$ cat config.mk
export PLATFORM = sky130hd
export DESIGN_NAME = uart_rx_byte
export DESIGN_NICKNAME = d
export VERILOG_FILES = /design/src/rtl/uart_pkg.sv /design/src/rtl/sync_2ff.sv /design/src/rtl/uart_rx_byte.sv
export SDC_FILE = /design/constraint.sdc
export NUM_CORES = 1
export LEC_CHECK = 0
export ABC_CLOCK_PERIOD_IN_PS = 2300
export BUFFER_PORTS_ARGS = -buffer_cell sky130_fd_sc_hd__buf_4
export CAP_MARGIN = 20
export CORE_UTILIZATION = 59
export CTS_CLUSTER_SIZE = 30
export DETAILED_ROUTE_END_ITERATION = 8
export PLACE_DENSITY = 0.79
export SYNTH_ARGS = -nofsm -noshare
export SYNTH_HDL_FRONTEND = slang
export SYNTH_SLANG_ARGS = --single-unit
$ cat constraint.sdc
create_clock -name clk -period 2.3 [get_ports clk]
set_clock_uncertainty 0.1 [all_clocks]
set_input_delay 0.115 -clock clk [delete_from_list [all_inputs] [get_ports clk]]
set_output_delay 0.115 -clock clk [all_outputs]
set_load 0.03 [all_outputs]
$ cat src/rtl/uart_pkg.sv
// Shared UART definitions: FSM state encoding, frame geometry and default baud divisor.
// Used by the receiver and the future transmitter.
package uart_pkg;

  localparam int DATA_BITS            = 8;
  localparam int CLKS_PER_BIT_DEFAULT = 868;  // 100 MHz / 115200

  typedef enum logic [2:0] {
    ST_IDLE      = 3'd0,
    ST_START     = 3'd1,
    ST_DATA      = 3'd2,
    ST_STOP      = 3'd3,
    ST_WAIT_IDLE = 3'd4
  } uart_state_t;

  // Counter width that can hold 0..clks-1, never narrower than one bit.
  function automatic int cnt_width(input int clks);
    return (clks > 2) ? $clog2(clks) : 1;
  endfunction

endpackage

$ cat src/rtl/sync_2ff.sv
// Two-flop synchroniser for an asynchronous single-bit input.
// Both flops reset to INIT so an idle-high line reads idle out of reset.
module sync_2ff #(
  parameter logic INIT = 1'b1
) (
  input  logic clk,
  input  logic rst,
  input  logic d,
  output logic q
);

  logic meta;

  always_ff @(posedge clk) begin
    if (rst) begin
      meta <= INIT;
      q    <= INIT;
    end else begin
      meta <= d;
      q    <= meta;
    end
  end

endmodule

$ cat src/rtl/uart_rx_byte.sv
// 8N1 UART receiver with a one-entry valid/ready holding register.
// Framing errors and dropped bytes are reported as single-cycle pulses.
module uart_rx_byte
  import uart_pkg::*;
#(
  parameter int CLKS_PER_BIT = CLKS_PER_BIT_DEFAULT,
  parameter int HALF_BIT     = CLKS_PER_BIT / 2
) (
  input  logic       clk,
  input  logic       rst,
  input  logic       serial_rx,
  output logic [7:0] rx_data,
  output logic       rx_valid,
  input  logic       rx_ready,
  output logic       frame_err,
  output logic       overrun,
  output logic       busy
);

  localparam int              CW       = cnt_width(CLKS_PER_BIT);
  localparam int              IW       = $clog2(DATA_BITS);
  localparam logic [CW-1:0]   CNT_LAST = CW'(CLKS_PER_BIT - 1);
  localparam logic [CW-1:0]   CNT_HALF = CW'(HALF_BIT - 1);
  localparam logic [IW-1:0]   IDX_LAST = IW'(DATA_BITS - 1);

  logic                 rx_s;
  uart_state_t          state;
  logic [CW-1:0]        cnt;
  logic [IW-1:0]        bit_idx;
  logic [DATA_BITS-1:0] shift;
  logic                 stop_ok;

  sync_2ff #(.INIT(1'b1)) u_sync (
    .clk (clk),
    .rst (rst),
    .d   (serial_rx),
    .q   (rx_s)
  );

  // Stop bit sampled high: the shift register now holds a complete byte.
  assign stop_ok = (state == ST_STOP) && (cnt == CNT_LAST) && rx_s;

  always_ff @(posedge clk) begin
    if (rst) begin
      state     <= ST_IDLE;
      cnt       <= '0;
      bit_idx   <= '0;
      shift     <= '0;
      rx_data   <= '0;
      rx_valid  <= 1'b0;
      frame_err <= 1'b0;
      overrun   <= 1'b0;
      busy      <= 1'b0;
    end else begin
      frame_err <= 1'b0;
      overrun   <= 1'b0;

      case (state)
        ST_IDLE: begin
          if (!rx_s) begin
            state <= ST_START;
            cnt   <= '0;
            busy  <= 1'b1;
          end
        end

        // Re-check the line at mid start bit; a high here was a glitch.
        ST_START: begin
          if (cnt == CNT_HALF) begin
            cnt     <= '0;
            bit_idx <= '0;
            if (rx_s) begin
              state <= ST_IDLE;
              busy  <= 1'b0;
            end else begin
              state <= ST_DATA;
            end
          end else begin
            cnt <= cnt + CW'(1);
          end
        end

        ST_DATA: begin
          if (cnt == CNT_LAST) begin
            cnt            <= '0;
            shift[bit_idx] <= rx_s;
            if (bit_idx == IDX_LAST) state <= ST_STOP;
            else                     bit_idx <= bit_idx + IW'(1);
          end else begin
            cnt <= cnt + CW'(1);
          end
        end

        // Leaving mid stop bit lets a start edge right after it be caught.
        ST_STOP: begin
          if (cnt == CNT_LAST) begin
            cnt <= '0;
            if (rx_s) begin
              state <= ST_IDLE;
              busy  <= 1'b0;
            end else begin
              state     <= ST_WAIT_IDLE;
              frame_err <= 1'b1;
            end
          end else begin
            cnt <= cnt + CW'(1);
          end
        end

        // Line held low (break): wait for it to return high before rearming.
        ST_WAIT_IDLE: begin
          if (rx_s) begin
            state <= ST_IDLE;
            busy  <= 1'b0;
          end
        end

        default: begin
          state <= ST_IDLE;
          cnt   <= '0;
          busy  <= 1'b0;
        end
      endcase

      // A completion in the same cycle as an accept refills the register.
      if (stop_ok) begin
        if (!rx_valid || rx_ready) begin
          rx_data  <= shift;
          rx_valid <= 1'b1;
        end else begin
          overrun <= 1'b1;
        end
      end else if (rx_valid && rx_ready) begin
        rx_valid <= 1'b0;
      end
    end
  end

endmodule

==> impl_metrics.tcl <==
set metrics [dict create \
    status "finished clean" \
    core_um2 3103 \
    cp-start-kind "register" \
    slowest_delay_ps 490 \
    synth_area_per_cell_um2 8.614 \
    critPathArrivalTime_ps 2280 \
    post-route-period-util 0.9358 \
    period_needed_ps 2152 \
    yosysSeqAreaShare 0.3907 \
    hold_viol 0 \
    drtIter0Drc 111 \
    worstMarginPinSlew_ps 504.9 \
    use_met1 0.3482 \
    grt_use_total 0.2624 \
    numCtsBuffers 5 \
    post_dp_cell_area_um2 2056 \
    grt_max_degree 26 \
    grt_first_pass_wirelength_mm 6.893 \
    cts_resized 0 \
    cpLargestDelayFamily "simple AND/OR/NAND/NOR gates" \
    slew_headroom 0.6634 \
    drv_slew 0 \
    fp-row-count 20 \
    worstSetupPathType "register to register" \
    grt.met2_usage 0.4109 \
    cp_max_fo 11 \
    drtAntennaViolNets 0 \
    port_buffers 15 \
    dr.pass1.iters 5 \
    design_area_um2 2197 \
    critPathSlowestCell "or4b_4" \
    final-setup-viol-count 0 \
    leakage_nw 0.7589 \
    overflow 0 \
    grt_pass1_vias 1502 \
    die_area_um2 3534 \
    multi_input_area_um2 1086 \
    fin_util 0.7081 \
    io_pins 16 \
    clk_path_buf_depth 2 \
    drv_cap 0 \
    wl_per_cell_um 14.79 \
    grt_util_met3 0.06550 \
    grt.busiest_layer "met2" \
    drcViolationCount 0 \
    die_y_um 59.45 \
    syn_inst 226 \
    h-tree-depth 2 \
    antenna_cells 0 \
    synth-seq-cells 38 \
    initial_core_util 0.6274 \
    synth_edf_count 0 \
    grt_setup_unrepaired "true" \
    cts_sinks 38 \
    power_density_nw_per_um2 626.6 \
    num_vias 1702 \
    yosysWarnings 0 \
    fp.dieW_um 59.45 \
    cp.required_ps 2430 \
    hold_class "register to register" \
    worst_setup_path_end_kind "register" \
    cp_num_buf_inv 0 \
    cp_cell_sequence "ha_1 > or4b_4 > o31a_1 > nor2_1 > o311ai_1" \
    max_freq_ghz 0.4646 \
    synthFlopType "dfxtp_1" \
    synthToLayoutAreaGrowth_pct 12.85 \
    ir_worst_vdd_mv 0.4208 \
    drive_gt1_frac 0.1423 \
    gp_congestion 0.9881 \
    cts_tree "done" \
    tns_ps 0 \
    synthArstFlopShare 0 \
    nets 246 \
    syn_nets 234 \
    ys_types 52 \
    routed_wl_mm 4.186 \
    synth_area_um2 1947 \
    cts-root-buf "clkbuf_4" \
    antenna_found_initial 0 \
    cts_setup_buffers 0 \
    nFillCells 275 \
    insertion_delay_ps 360 \
    regArea_um2 760.7 \
    post-dp-hpwl_mm 2.879 \
    routed_via_density 6.014 \
    clk_pin_slew_ps 110 \
]
metrics by stage:
stage | hold WS (ps) | total power, W | setup slack [ps] | instances
floorplan | 118.8 | 0.0007632 | 333.1 | 226
global placement | 201.0 | 0.0007820 | 278.0 | 272
detailed placement | 207.3 | 0.0007841 | 163.1 | 272
CTS | 319.7 | 0.001383 | 163.8 | 283
global route | 338.9 | 0.001421 | -8.059 | 283
finish | 319.5 | 0.001377 | 147.8 | 283
synth_stat cells, types with 3 or more instances:
cell / n / area [µm²]
nand4_1: 3 / 18.77
inv_1: 8 / 30.03
nor2_1: 10 / 37.54
or2_2: 3 / 18.77
ha_1: 4 / 50.05
nor4b_1: 3 / 26.28
and2_1: 6 / 37.54
nor4_1: 4 / 25.02
o21ai_0: 7 / 35.03
nor2b_1: 4 / 25.02
clkbuf_1: 7 / 26.28
o211ai_1: 3 / 22.52
buf_2: 5 / 25.02
nor3_1: 10 / 50.05
nand3_1: 7 / 35.03
mux2i_1: 18 / 180.2
a21oi_1: 9 / 45.04
dfxtp_1: 38 / 760.7
o22ai_1: 4 / 25.02
nand2_1: 31 / 116.4
layout by cell type (no fill, tap or decap), types with 5 or more instances in the layout:
master / netlist / final
a21oi_1: 9 / 9
and2_1: 6 / 6
buf_4: 0 / 16
clkbuf_4: 0 / 5
dfxtp_1: 38 / 38
inv_1: 8 / 8
mux2i_1: 18 / 18
nand2_1: 31 / 31
nand3_1: 7 / 7
nor2_1: 10 / 10
nor3_1: 10 / 10
o21ai_0: 7 / 7
final timing paths:
kind                    endpoint  slack, ps  cells after the start              startpoint
max          cnt[8]$_SDFFE_PP0P_        150                      5     cnt[0]$_SDFFE_PP0P_
min          u_sync.q$_SDFF_PP1_        320                      1  u_sync.meta$_SDFF_PP1_
max reg2reg  cnt[8]$_SDFFE_PP0P_        150                      5     cnt[0]$_SDFFE_PP0P_
min reg2reg  u_sync.q$_SDFF_PP1_        320                      1  u_sync.meta$_SDFF_PP1_
state kept, by name (all words and copies together), names as in the netlist:
register	flops
u_sync.q	1
busy	1
rx_valid	1
u_sync.meta	1
overrun	1
rx_data	8
state	3
shift	8
cnt	10
bit_idx	3
frame_err	1
cell type report:
| class | instances | share of cell area |
|---|---|---|
| clock buffers | 6 | 0.02335 |
| clock inverters | 2 | 0.02733 |
| inverters | 9 | 0.01538 |
| multi-input cells | 165 | 0.4943 |
| flip-flops and latches | 38 | 0.3462 |
| well taps | 44 | 0.02506 |
| repair buffers | 19 | 0.06834 |
power by group:
group	leakage (nW)	internal, W	switching [W]
sequential	0.307	0.000665	0.0000135
combinational	0.394	0.0000377	0.0000599
clock	0.0585	0.000368	0.000232
total	0.759	0.00107	0.000306
metal layers:
metal  part of all wire  up-vias
li1                   -      840
met1               0.47      819
met2               0.48       38
met3              0.039        5
met4              0.011        0
met5                  0        -
cell families after synthesis:
| group | Yosys count | synth area share |
|---|---|---|
| buffers and inverters | 23 | 0.05141 |
| flip-flops | 38 | 0.3907 |
| XOR/XNOR | 1 | 0.004500 |
| AO/OA/AOI/OAI | 43 | 0.1555 |
| adder cells (fa/ha/maj) | 4 | 0.02571 |
| multiplexers | 19 | 0.09833 |
| AND/OR/NAND/NOR | 98 | 0.2738 |
repair_timing:
action / 4_1_cts / 5_1_grt
hold buffers: 3 / 0
endpoints found under the setup margin: 0 / 2
hold endpoints to repair: 12 / 0
No activity file was read; power rests on OpenSTA's default activity.
